$ cat config.mk
export PLATFORM = sky130hd
export DESIGN_NAME = draw_rect_img
export DESIGN_NICKNAME = d
export VERILOG_FILES = /design/src/rtl/draw_rect_img.sv
export SDC_FILE = /design/constraint.sdc
export NUM_CORES = 1
export LEC_CHECK = 0
export BUFFER_PORTS_ARGS = -buffer_cell sky130_fd_sc_hd__clkbuf_2
export CORE_MARGIN = 4
export CORE_UTILIZATION = 45
export CTS_CLUSTER_DIAMETER = 200
export DETAILED_ROUTE_END_ITERATION = 8
export HOLD_SLACK_MARGIN = 0.1
export PLACE_DENSITY = 0.8
export SYNTH_ARGS = -nofsm -noshare
export SYNTH_HDL_FRONTEND = slang
export SYNTH_SLANG_ARGS = --single-unit
export TNS_END_PERCENT = 10
$ cat constraint.sdc
create_clock -name clk -period 2.3 [get_ports clk]
set_clock_uncertainty 0.15 [all_clocks]
set_input_delay 0.23 -clock clk [delete_from_list [all_inputs] [get_ports clk]]
set_output_delay 0.23 -clock clk [all_outputs]
set_load 0.01 [all_outputs]
$ cat src/rtl/draw_rect_img.sv
// Overlays an image-ROM rectangle on a VGA pixel stream. The rectangle
// position is latched from the mouse bus once per frame (on the rising edge
// of vblnk), and the stream is delayed two clocks to line up with ROM data.

`ifndef MOUSE_BUS_SIZE
`define MOUSE_BUS_SIZE 24
`endif
`ifndef MOUSE_XPOS
`define MOUSE_XPOS(bus) bus[23:12]
`endif
`ifndef MOUSE_YPOS
`define MOUSE_YPOS(bus) bus[11:0]
`endif

module draw_rect_img #(
  parameter int          RECT_W = 48,
  parameter int          RECT_H = 64,
  parameter logic [11:0] TRANSP = 12'h000
) (
  input  logic                       clk,
  input  logic                       rst,
  input  logic [`MOUSE_BUS_SIZE-1:0] mouse_in,
  input  logic [10:0]                hcount_in,
  input  logic [10:0]                vcount_in,
  input  logic                       hsync_in,
  input  logic                       vsync_in,
  input  logic                       hblnk_in,
  input  logic                       vblnk_in,
  input  logic [11:0]                rgb_in,
  input  logic [11:0]                rgb_pixel,
  output logic [11:0]                pixel_addr,
  output logic [10:0]                hcount_out,
  output logic [10:0]                vcount_out,
  output logic                       hsync_out,
  output logic                       vsync_out,
  output logic                       hblnk_out,
  output logic                       vblnk_out,
  output logic [11:0]                rgb_out
);

  logic [11:0] xpos_in, ypos_in;
  logic [11:0] xlat, ylat;
  logic        vblnk_prev;

  logic [11:0] h12, v12;
  logic        in_rect_nxt;
  logic [11:0] addr_nxt;

  logic [10:0] hcount_s1, vcount_s1;
  logic        hsync_s1, vsync_s1, hblnk_s1, vblnk_s1;
  logic [11:0] rgb_s1;
  logic        in_rect_s1;

  assign xpos_in = `MOUSE_XPOS(mouse_in);
  assign ypos_in = `MOUSE_YPOS(mouse_in);

  // Latch the mouse position on the rising edge of vblnk so it is frozen for the frame.
  always_ff @(posedge clk) begin
    if (rst) begin
      vblnk_prev <= 1'b0;
      xlat       <= '0;
      ylat       <= '0;
    end else begin
      vblnk_prev <= vblnk_in;
      if (vblnk_in && !vblnk_prev) begin
        xlat <= xpos_in;
        ylat <= ypos_in;
      end
    end
  end

  // Hit test and ROM address in 12-bit unsigned space; positions >= 2048 fail the lower-bound test.
  always_comb begin
    h12         = {1'b0, hcount_in};
    v12         = {1'b0, vcount_in};
    in_rect_nxt = (h12 >= xlat) && (h12 < xlat + 12'(RECT_W)) &&
                  (v12 >= ylat) && (v12 < ylat + 12'(RECT_H));
    addr_nxt    = in_rect_nxt ? {6'(v12 - ylat), 6'(h12 - xlat)} : '0;
  end

  // Stage 1: register timing, background colour, hit flag and ROM address.
  always_ff @(posedge clk) begin
    if (rst) begin
      hcount_s1  <= '0;
      vcount_s1  <= '0;
      hsync_s1   <= 1'b0;
      vsync_s1   <= 1'b0;
      hblnk_s1   <= 1'b0;
      vblnk_s1   <= 1'b0;
      rgb_s1     <= '0;
      in_rect_s1 <= 1'b0;
      pixel_addr <= '0;
    end else begin
      hcount_s1  <= hcount_in;
      vcount_s1  <= vcount_in;
      hsync_s1   <= hsync_in;
      vsync_s1   <= vsync_in;
      hblnk_s1   <= hblnk_in;
      vblnk_s1   <= vblnk_in;
      rgb_s1     <= rgb_in;
      in_rect_s1 <= in_rect_nxt;
      pixel_addr <= addr_nxt;
    end
  end

  // Stage 2: forward timing and select blank / ROM pixel / background.
  always_ff @(posedge clk) begin
    if (rst) begin
      hcount_out <= '0;
      vcount_out <= '0;
      hsync_out  <= 1'b0;
      vsync_out  <= 1'b0;
      hblnk_out  <= 1'b0;
      vblnk_out  <= 1'b0;
      rgb_out    <= '0;
    end else begin
      hcount_out <= hcount_s1;
      vcount_out <= vcount_s1;
      hsync_out  <= hsync_s1;
      vsync_out  <= vsync_s1;
      hblnk_out  <= hblnk_s1;
      vblnk_out  <= vblnk_s1;
      if (hblnk_s1 || vblnk_s1)
        rgb_out <= '0;
      else if (in_rect_s1 && (rgb_pixel != TRANSP))
        rgb_out <= rgb_pixel;
      else
        rgb_out <= rgb_s1;
    end
  end

endmodule

# After elaboration in Yosys (flattened, before gate mapping)
# Index checks and enable logic that the tools add are counted.
# totals
romBits	0
wordCells	38
latch_bits	0
memories	0
inputBits	76
mem_bits_rw	0
register_bits	113
# classes
div_mod_pow	0
magnitude_cmp	4
add_sub_neg	4
shifts	0
n_mul	0
bitwise	1
mux	1
reduce_logical	10
n_eq_ne	0
# ops
op	n
$ge A11 B12 Y1	2
$lt A11 B12 Y1	2
$add A12 B6 Y12 const B	1
$add A12 B7 Y12 const B	1
$mux W12	1
$reduce_bool A12 Y1	1
$sub A6 B6 Y6	2
$logic_and A1 B1 Y1	5
$reduce_or A2 Y1	2
$logic_not A1 Y1	1
$logic_or A1 B1 Y1	1
$not A1 Y1	1

# Longest topological paths before layout
# Gate-level depths: netlist (run 1).
# logic_depth
depth_word	7
depth_mapped	11

# Worst setup path before layout (run 1)
# Ideal clock, no wire load.
# synth_timing
path_kind	register to register
from	reg ylat[6]
to	reg pixel_addr[9]
stages_incl_launch_ff	11
arrival_ns	2.108
slack_ns	-0.031
cell_sequence	dfxtp_1 ha_1 xnor2_1 ha_1 nand3_1 a21oi_1 a2111oi_0 a211oi_1 nand4b_2 buf_6 nor3_4
# synth_between
elab_chain_len	5
elab_cells_between_ends	7
cone_classes	1 x add/sub; 2 x order compare; 1 x bitwise; 3 x reduce/logical
# synth_rtl
item	line	text
from (decl)	42	logic [11:0] xlat, ylat;
from (signal assigned)	67	ylat <= ypos_in;
$add A12 B7 Y12 / $ge A11 B12 Y1 (equally long branches)	77	(v12 >= ylat) && (v12 < ylat + 12'(RECT_H));
$lt A11 B12 Y1 / $logic_and A1 B1 Y1 (equally long branches)	77, 76	
$logic_and A1 B1 Y1 (*)	77	
$not A1 Y1 (no source line) (*)	-	
$reduce_or A2 Y1 (no source line) (*)	-	
to (signal assigned)	102	pixel_addr <= addr_nxt;
to (decl)	31	output logic [11:0] pixel_addr,
# Mark *: on every way between the ends. The rest lies on a longest branch, timed or not.
# A chain may end at the register's enable or synchronous reset.

# Worst setup path after layout (run 1)
# layout_timing
from	reg xlat[5]
to	reg pixel_addr[11]
# layout_between
elab_chain_len	7
elab_cells_between_ends	8
cone_classes	1 x add/sub; 2 x order compare; 1 x bitwise; 4 x reduce/logical
# layout_rtl
item	line	text
from (decl)	42	
from (signal assigned)	66	xlat <= xpos_in;
$add A12 B6 Y12	76	in_rect_nxt = (h12 >= xlat) && (h12 < xlat + 12'(RECT_W)) &&
$lt A11 B12 Y1	76	
$logic_and A1 B1 Y1 (*) (2 in a row)	76	
$logic_and A1 B1 Y1 (*)	77	
$not A1 Y1 (no source line) (*)	-	
$reduce_or A2 Y1 (no source line) (*)	-	
# Marked as above.

==> flow_summary.toml, run 1 <==
[run_status]
status = "complete, but fails checks"
violations = "negative setup slack"

[floorplan]
dieWidth_microns = 108.3
fp.dieH_microns = 108.3
start_util = 0.4627
rows = 36
core-area_sq_mm = 0.009774
io_pins = 126
die-area_sq_mm = 0.01172

[detailed_routing]
vias = 4264
vias_per_cell = 4.845
wl_per_cell_microns = 15.32
wl_microns = 13480
first_pass_iters = 4
postRouteAntennaNets = 0
drtIter0Drc = 211
drc = 0

[power]
p_leak_nw = 3.240
power_density_mw_per_mm2 = 747.1
power_mw = 5.365
ir_drop_mv = 0.3676

[yosys]
yosysTopAreaCell = "dfxtp_1"
synth_seq_area_share = 0.5001
syn_inst = 486
synth_top_cell_area_share = 0.5001
ys_ff_latch = 113
synth_area_leaders = "dfxtp_1 50%, ha_1 10%, nor2b_1 9.0%"
synth_area_sq_mm = 0.004523
ys_types = 41
synth.most_common_cell = "dfxtp_1"
syn_nets = 600
ys.flop_type = "dfxtp_1"
yosys_warnings = 0
syn_avg_cell_area_sq_um = 9.307
synth_commonest_cells = "113 x dfxtp_1, 73 x nand2_1, 65 x nor2b_1"
synth_edf_count = 0
async_reset_ff_frac = 0

[final_layout]
fin_util = 0.7346
ff_latch_area_sq_mm = 0.002276
n_antenna_cell = 0
fillers = 634
layout.nets = 848
multi_input_area_sq_mm = 0.002222
syn2layout_area_growth_pct = 58.76
drive_gt1_frac = 0.2972

[clock_tree]
cts_buffer_depth = 2
cts_tree = "built"
clock_latency_ps = 510
cts_buffers = 17
clk_pin_slew_ps = 60
clkSinkCount = 113
clock-root-buffer = "clkbuf_8"
htree_levels = 4

[global_routing]
grt_pass1_wl_microns = 21160
grt_usage = 0.2302
antenna_found_initial = 0
grt_remaining_overflow = 0
grt_max_degree = 48
grt_pass1_vias = 4479

[timing]
tightest_slew_ps = 457.7
rsz0062_at_grt = "true"
relSlewSlack = 0.6949
final_max_slew_viol_count = 0
max_clock_freq_mhz = 415.0
finalCriticalPeriod_ps = 2410
final-setup-viol-count = 9
fin_ws_ps = -109.9
hold_viol = 0
finalCritPeriodShare = 1.048

[placement]
dp_hpwl_microns = 7979
portBuffers = 125
gp_congestion = 0.8101

[worst_setup_path]
cp_slowest_cell = "dfxtp_2"
max_stage_delay_ps = 360
cp-start-kind = "flip-flop"
cp_top_family = "simple AND/OR/NAND/NOR gates"
critPathRequiredTime_ps = 2570
path_buf_inv = 2
cp_max_fo = 6
cp_data_arrival_time_ps = 2680
path_cells = "inv_1, ha_2, nor3_2, nand3_1, xnor2_1, ha_1, a221oi_2, nand4b_4, buf_6, a311oi_2"
path_class = "flip-flop to flip-flop"
end_kind = "flip-flop"

[min_path]
min_path_type = "input pin to flip-flop"

[run]
maxCapViolations = 0
-- power breakdown --
group          leakage, nW  internal, mW  switching [mW]  total [mW]
Sequential           0.934          2.05          0.0451        2.10
Combinational         2.04         0.395           0.377       0.772
Clock                0.264          1.57           0.925        2.50
-- cell families after synthesis --
kind of cell | synth area share
AND/OR/NAND/NOR | 0.2086
flip-flops | 0.5001
AO/OA/AOI/OAI | 0.1051
buffers and inverters | 0.04813
adder cells (fa/ha/maj) | 0.1084
XOR/XNOR | 0.02517
multiplexers | 0.004426
-- layout make-up --
type                            instances  share of cell area
Inverter                               36             0.01882
Tap cell                              133             0.02317
Sequential cell                       113              0.3170
Timing Repair Buffer                  249              0.2523
Clock inverter                         12             0.01864
Multi-Input combinational cell        317              0.3095
Clock buffer                           20             0.06064
-- sequential cells by signal (all words and copies together) (netlist names), 11 cells and up --
register and cells:
vcount_s1 11, xlat 12, rgb_s1 12, ylat 12
hcount_s1 11, vcount_out 11, rgb_out 12, hcount_out 11
pixel_addr 12
-- routing by layer --
layer,GRT usage,wire [microns]
met1,0.2527,5337
met2,0.3996,6658
met3,0.06866,943
met4,0.1226,541
met5,0,0
-- timing repair --
| item | CTS | global route |
|---|---|---|
| endpoints found under the hold margin | 86 | 0 |
| setup endpoints to repair | 13 | 13 |
| hold buffers | 98 | 0 |
| setup buffers | 2 | 2 |
| gates resized for setup | 22 | 27 |
| pin swaps | 10 | 16 |
-- layout by cell type, fill, tap and decap left out, drive strengths merged, types with 2 or more instances in the layout --
master | netlist | layout
a31oi | 2 | 2
clkinv | 0 | 3
ha | 36 | 36
a21oi | 47 | 47
o21ai | 8 | 8
nand3 | 8 | 8
o2111ai | 2 | 2
nor2 | 20 | 20
nor4 | 3 | 3
xnor2 | 9 | 9
clkinvlp | 0 | 5
a311oi | 2 | 2
nand2 | 73 | 73
buf | 3 | 27
a211oi | 4 | 4
nand2b | 2 | 2
o211ai | 2 | 2
dlygate4sd3 | 0 | 97
dfxtp | 113 | 113
clkbuf | 17 | 144
bufinv | 0 | 2
xor2 | 4 | 4
nand4b | 2 | 2
a2111oi | 2 | 2
o21a | 3 | 3
nand4 | 2 | 2
fa | 2 | 2
inv | 36 | 38
nor3 | 8 | 8
nor2b | 65 | 65
mux2i | 2 | 2
-- worst reg2reg max path, stage by stage, from the launching register on --
cell and delay [ps]:
dfxtp_2 360, inv_1 70, ha_2 190, nor3_2 230, nand3_1 140, xnor2_1 150
ha_1 200, a221oi_2 310, nand4b_4 150, buf_6 170, a311oi_2 200
-- path summary, 6_finish.rpt --
check,cells after the start,to,startpoint,slack [ps]
worst max-delay path,10,pixel_addr[11]$_SDFF_PP0_,xlat[5]$_SDFFE_PP0P_,-110
worst min-delay path,3,hcount_s1[1]$_SDFF_PP0_,hcount_in[1],140
worst max register to register,10,pixel_addr[11]$_SDFF_PP0_,xlat[5]$_SDFFE_PP0P_,-110
worst min register to register,1,hsync_out$_SDFF_PP0_,hsync_s1$_SDFF_PP0_,280
-- metrics by stage --
stage | setup TNS, ps | std cells | instance area [sq um] | setup slack (ps) | hold slack (ps)
3_3_place_gp | -333.6 | 746 | 5403 | -88.15 | 274.3
2_1_floorplan | 0 | 486 | 4528 | 2.893 | 208.2
3_5_place_dp | -1616 | 746 | 5403 | -233.4 | 273.1
6_report | -546.0 | 880 | 7181 | -109.9 | 135.4
5_1_grt | -2066 | 880 | 7181 | -232.9 | 177.1
4_1_cts | -333.1 | 878 | 7071 | -95.73 | 137.1
Power figures use the tool's default switching activity.
==> run 2: changes to the inputs <==
- CORE_ASPECT_RATIO: default -> 0.9
- CORE_MARGIN: 4 -> 1
==> run 2 against run 1 <==
The run still ends with negative setup slack left. Die area fell by 11%. Hold slack improved by 75 ps. Setup slack got worse by 29 ps. Fmax fell by 1.2%. Via count fell by 0.23%. Cell area rose by 1.4%. Utilization rose by 1.6 points. Routed wire length fell by 5.5%. Cell count rose by 0.45%. Power rose by 0.61%. Register-to-register slack got worse by 30 ps. First-iteration DRC count fell by 5.7%. Critical path type unchanged.
==> flow_summary.toml, run 2 (synthesized netlist as in run 1, its figures left out) <==
[timing]
hold_viol = 0
rsz0062_at_grt = "true"
finalCritPeriodShare = 1.060
finalCriticalPeriod_ps = 2439
final_max_slew_viol_count = 0
tns_ps = -784.7
fin_ws_ps = -139.1
relSlewSlack = 0.5901
final-setup-viol-count = 13
tightest_slew_ps = 614.9
max_clock_freq_mhz = 410.0

[clock_tree]
clock-root-buffer = "clkbuf_8"
cts_buffers = 17
clk_pin_slew_ps = 60
htree_levels = 4
cts_tree = "built"
clock_latency_ps = 510
clkSinkCount = 113
cts_buffer_depth = 2

[final_layout]
layout.nets = 859
final_common_cell = "clkbuf_2"
syn2layout_area_growth_pct = 60.91
layout_common_cells = "124 x clkbuf_2, 108 x dfxtp_1, 106 x dlygate4sd3_1, 73 x nand2_1, 65 x nor2b_1"
n_antenna_cell = 0
drive_gt1_frac = 0.2929
fin_util = 0.7504
fillers = 638

[placement]
preCtsSetupSlack_ps = -246.3
gp_congestion = 0.8881
dp_hpwl_microns = 7682
portBuffers = 125

[detailed_routing]
wl_per_cell_microns = 14.40
vias_per_cell = 4.812
drtIter0Drc = 199
postRouteAntennaNets = 0
first_pass_iters = 5
vias = 4254
wl_microns = 12730
drc = 0

[power]
power_mw = 5.397
p_leak_nw = 3.326
ir_drop_mv = 0.6067
power_density_mw_per_mm2 = 741.6

[worst_setup_path]
cp_max_fo = 7
cp-start-kind = "flip-flop"
critPathRequiredTime_ps = 2570
end_kind = "flip-flop"
path_class = "flip-flop to flip-flop"
cp_data_arrival_time_ps = 2710

[global_routing]
grt_usage = 0.2480
grt_pass1_wl_microns = 19930
grt_pass1_vias = 4333
antenna_found_initial = 0
grt_remaining_overflow = 0
grt_max_degree = 34

[run]
maxCapViolations = 0

[floorplan]
io_pins = 126
core-area_sq_mm = 0.009699
rows = 34
die-area_sq_mm = 0.01046
dieWidth_microns = 107.7
fp.dieH_microns = 97.11
start_util = 0.4663

[run_status]
violations = "negative setup slack"
status = "complete, but fails checks"

[min_path]
min_path_type = "input pin to flip-flop"
==> run 2: cell count changes in the layout (fill, tap and decap cells not counted), sizes merged <==
cell and change:
dlymetal6s4s -1, clkbuf -1, clkinv +4, dlygate4sd3 +9
inv +1, clkinvlp -3, buf +2
==> run 2: metal layers <==
metal / GRT usage / part of all wire
met1: 0.2683 / 0.42
met5: 0 / 0
met3: 0.07311 / 0.049
met4: 0.1075 / 0.023
met2: 0.4428 / 0.51
==> run 2: through the flow <==
step	cell area, sq um	hold slack [ps]	std cells
after floorplan	4528	208.2	486
after global placement	5444	269.0	744
after detailed placement	5444	270.4	744
after CTS	7122	139.1	882
after global routing	7278	221.1	884
final	7278	210.9	884
==> run 2: worst paths after layout <==
path                            from                        to  slack, ps  cells past startpoint
max             ylat[7]$_SDFFE_PP0P_  pixel_addr[5]$_SDFF_PP0_       -140                     10
min                     vcount_in[0]  pixel_addr[7]$_SDFF_PP0_        210                      5
max reg2reg     ylat[7]$_SDFFE_PP0P_  pixel_addr[5]$_SDFF_PP0_       -140                     10
min reg2reg  vcount_s1[6]$_SDFF_PP0_  vcount_out[6]$_SDFF_PP0_        280                      1
==> run 2: final cells by class <==
class                           count  area, sq um  share of cell area
Clock buffer                       18        427.9             0.05879
Clock inverter                     14        155.1             0.02132
Inverter                           36        140.1             0.01925
Multi-Input combinational cell    317         2187              0.3005
Sequential cell                   113         2276              0.3127
Tap cell                          126        157.7             0.02166
Timing Repair Buffer              260         1934              0.2658
==> run 2: worst max-delay path, cell delays in order, from the launching register on <==
cell and delay [ps]:
dfxtp_4 360, ha_4 170, xnor2_2 130, ha_1 320
nand3_2 80, a21oi_2 50, a2111oi_4 380, a211oi_2 110
nand4b_4 230, buf_12 180, a311oi_2 160
==> run 2: report_power, final <==
group | switching (mW) | total, mW | internal [mW] | leakage, nW
sequential | 0.0446 | 2.10 | 2.05 | 0.933
clock | 0.957 | 2.54 | 1.58 | 0.282
combinational | 0.364 | 0.765 | 0.401 | 2.11
==> run 2: what timing repair did <==
action	in CTS	in global routing
resized for setup	11	30
pin swaps	0	17
endpoints found under the hold margin	88	0
setup endpoints to repair	13	13
hold buffers	106	0
gates cloned	0	1
setup buffers	0	1
==> run 3: changes to the inputs <==
- CORE_ASPECT_RATIO: 0.9 -> 1.2
==> run 3 against run 2 <==
The flow still finishes with violations (negative setup slack). First-iteration DRC count is 46% higher. Cell count is 4.5% lower. Critical path depth stayed put. Register-to-register slack worse by 40 ps. Power is 3.3% higher. Via count is 0.28% lower. Highest routed layer unchanged.
==> flow_summary.toml, run 3 (synthesized netlist as in run 1, its figures left out) <==
[final_layout]
finalInstanceArea_sq_mm = 0.006983
drive_gt1_frac = 0.2982
layout_common_cells = "124 x clkbuf_2, 108 x dfxtp_1, 76 x dlygate4sd3_1, 73 x nand2_1, 65 x nor2b_1"
layout.nets = 824
syn2layout_area_growth_pct = 54.38
n_antenna_cell = 0
final_common_cell = "clkbuf_2"

[clock_tree]
clkSinkCount = 113
htree_levels = 4
cts_setup_buffers = 0
clk_pin_slew_ps = 50
clock_latency_ps = 400
clock-root-buffer = "clkbuf_16"
cts_tree = "built"
cts_buffers = 17
cts_buffer_depth = 2

[global_routing]
grt_usage = 0.2411
grt_pass1_vias = 4224
antenna_found_initial = 0
grt_max_degree = 46
grt_pass1_wl_microns = 19300
grt_remaining_overflow = 0

[floorplan]
rows = 39
die-area_sq_mm = 0.01046
dieWidth_microns = 93.52
fp.dieH_microns = 111.8
io_pins = 126
start_util = 0.4681
core-area_sq_mm = 0.009662

[min_path]
min_path_type = "input pin to flip-flop"
worstHoldEndpoint = "pixel_addr[7]$_SDFF_PP0_"
min_from = "vcount_in[1]"
hold_depth = 4

[detailed_routing]
met2_length_microns = 6609
top_layer_used = "met4"
drc = 0
wl_microns = 13040
vias = 4242
route.met3.wl_microns = 845
postRouteAntennaNets = 0
drt-met1-wl_microns = 4938
wl_per_cell_microns = 15.45
vias_per_cell = 5.026
drtIter0Drc = 291
first_pass_iters = 5

[worst_setup_path]
r2r_end = "pixel_addr[11]$_SDFF_PP0_"
cp_data_arrival_time_ps = 2630
max_stage_delay_ps = 340
r2r_start = "ylat[4]$_SDFFE_PP0P_"
cp_max_fo = 13
critPathRequiredTime_ps = 2450
end_kind = "flip-flop"
r2r_slack_ps = -180
cp-start-kind = "flip-flop"
path_class = "flip-flop to flip-flop"
reg2reg_depth = 10
path_cells = "inv_1, ha_1, buf_4, nand3_1, a31oi_4, a2111oi_2, o22ai_1, nand4b_4, buf_12, a311oi_2"
cp_slowest_cell = "dfxtp_1"

[run_status]
violations = "negative setup slack"
status = "complete, but fails checks"

[timing]
fin_ws_ps = -175.9
final_max_slew_viol_count = 0
tightest_slew_ps = 470.8
hold_viol = 0
finalCritPeriodShare = 1.076
finalCriticalPeriod_ps = 2476
rsz0062_at_grt = "true"
final-setup-viol-count = 13
relSlewSlack = 0.6854
fin_hold_ws_ps = 189.0
max_clock_freq_mhz = 403.9

[placement]
portBuffers = 125
place_area_sq_mm = 0.005418
gp_congestion = 0.9229
dp_hpwl_microns = 7970

[run]
maxCapViolations = 0

[power]
power_mw = 5.573
power_density_mw_per_mm2 = 798.1
p_leak_nw = 3.135
ir_drop_mv = 0.4514
-- run 3: cell types whose count changed in the layout (fill, tap and decap cells not counted), sizes merged --
cell | before | now
clkinv | 7 | 2
clkinvlp | 2 | 4
inv | 39 | 36
buf | 29 | 25
dlygate4sd3 | 106 | 76
clkbuf | 143 | 144
bufinv | 2 | 4
-- run 3: repair_timing --
item / CTS / global route
endpoints found under the hold margin: 75 / 0
pin swaps: 6 / 4
endpoints found under the setup margin: 13 / 13
hold buffers: 76 / 0
gates resized for setup: 23 / 20
-- run 3: area by class of cell --
cell class / count / area [sq um]
Fill cell: 635 / 2679
Sequential cell: 113 / 2273
Multi-Input combinational cell: 317 / 2225
Timing Repair Buffer: 225 / 1579
Clock buffer: 20 / 456.7
Clock inverter: 10 / 160.2
Tap cell: 123 / 153.9
Inverter: 36 / 135.1
-- run 3: metrics by stage --
step / util / worst slack (ps) / cells / setup TNS (ps)
4_1_cts: 0.7121 / -78.53 / 844 / -287.9
3_5_place_dp: 0.5607 / -246.0 / 738 / -1934
3_3_place_gp: 0.5607 / -119.2 / 738 / -843.8
6_report: 0.7227 / -175.9 / 844 / -1592
2_1_floorplan: - / 2.893 / 486 / 0
5_1_grt: 0.7227 / -229.7 / 844 / -2177
-- run 3: routing by layer --
layer  vias up  GRT usage
met4         0     0.1292
met1      1927     0.2459
met2       206     0.4368
met3        60    0.06899
li1       2049          -
met5         -          0
-- run 3: worst max path at each step --
| stage | end | depth (start not counted) | start |
|---|---|---|---|
| 6_report | pixel_addr[11]$_SDFF_PP0_ | 10 | ylat[4]$_SDFFE_PP0P_ |
| 2_1_floorplan | pixel_addr[9]$_SDFF_PP0_ | 10 | ylat[6]$_SDFFE_PP0P_ |
| 3_3_place_gp | pixel_addr[11]$_SDFF_PP0_ | 10 | ylat[6]$_SDFFE_PP0P_ |
| 4_1_cts | pixel_addr[11]$_SDFF_PP0_ | 10 | xlat[5]$_SDFFE_PP0P_ |
| 3_5_place_dp | pixel_addr[5]$_SDFF_PP0_ | 10 | ylat[6]$_SDFFE_PP0P_ |
| 5_1_grt | pixel_addr[11]$_SDFF_PP0_ | 10 | ylat[4]$_SDFFE_PP0P_ |
-- run 3: worst max-delay path: cells and delay by family, from the launching register on --
kind | cells | cell delay [ps]
AOI/OAI and AO/OA | 4 | 860
adders and majority gates | 1 | 310
buffers and inverters | 3 | 370
DFF | 1 | 340
and+or+nand+nor | 2 | 340
-- run 3: report_power, final --
part	switching (mW)	leakage (nW)	total [mW]	internal [mW]
clock network	0.864	0.290	2.71	1.85
registers	0.0430	0.933	2.10	2.05
logic	0.389	1.91	0.763	0.374
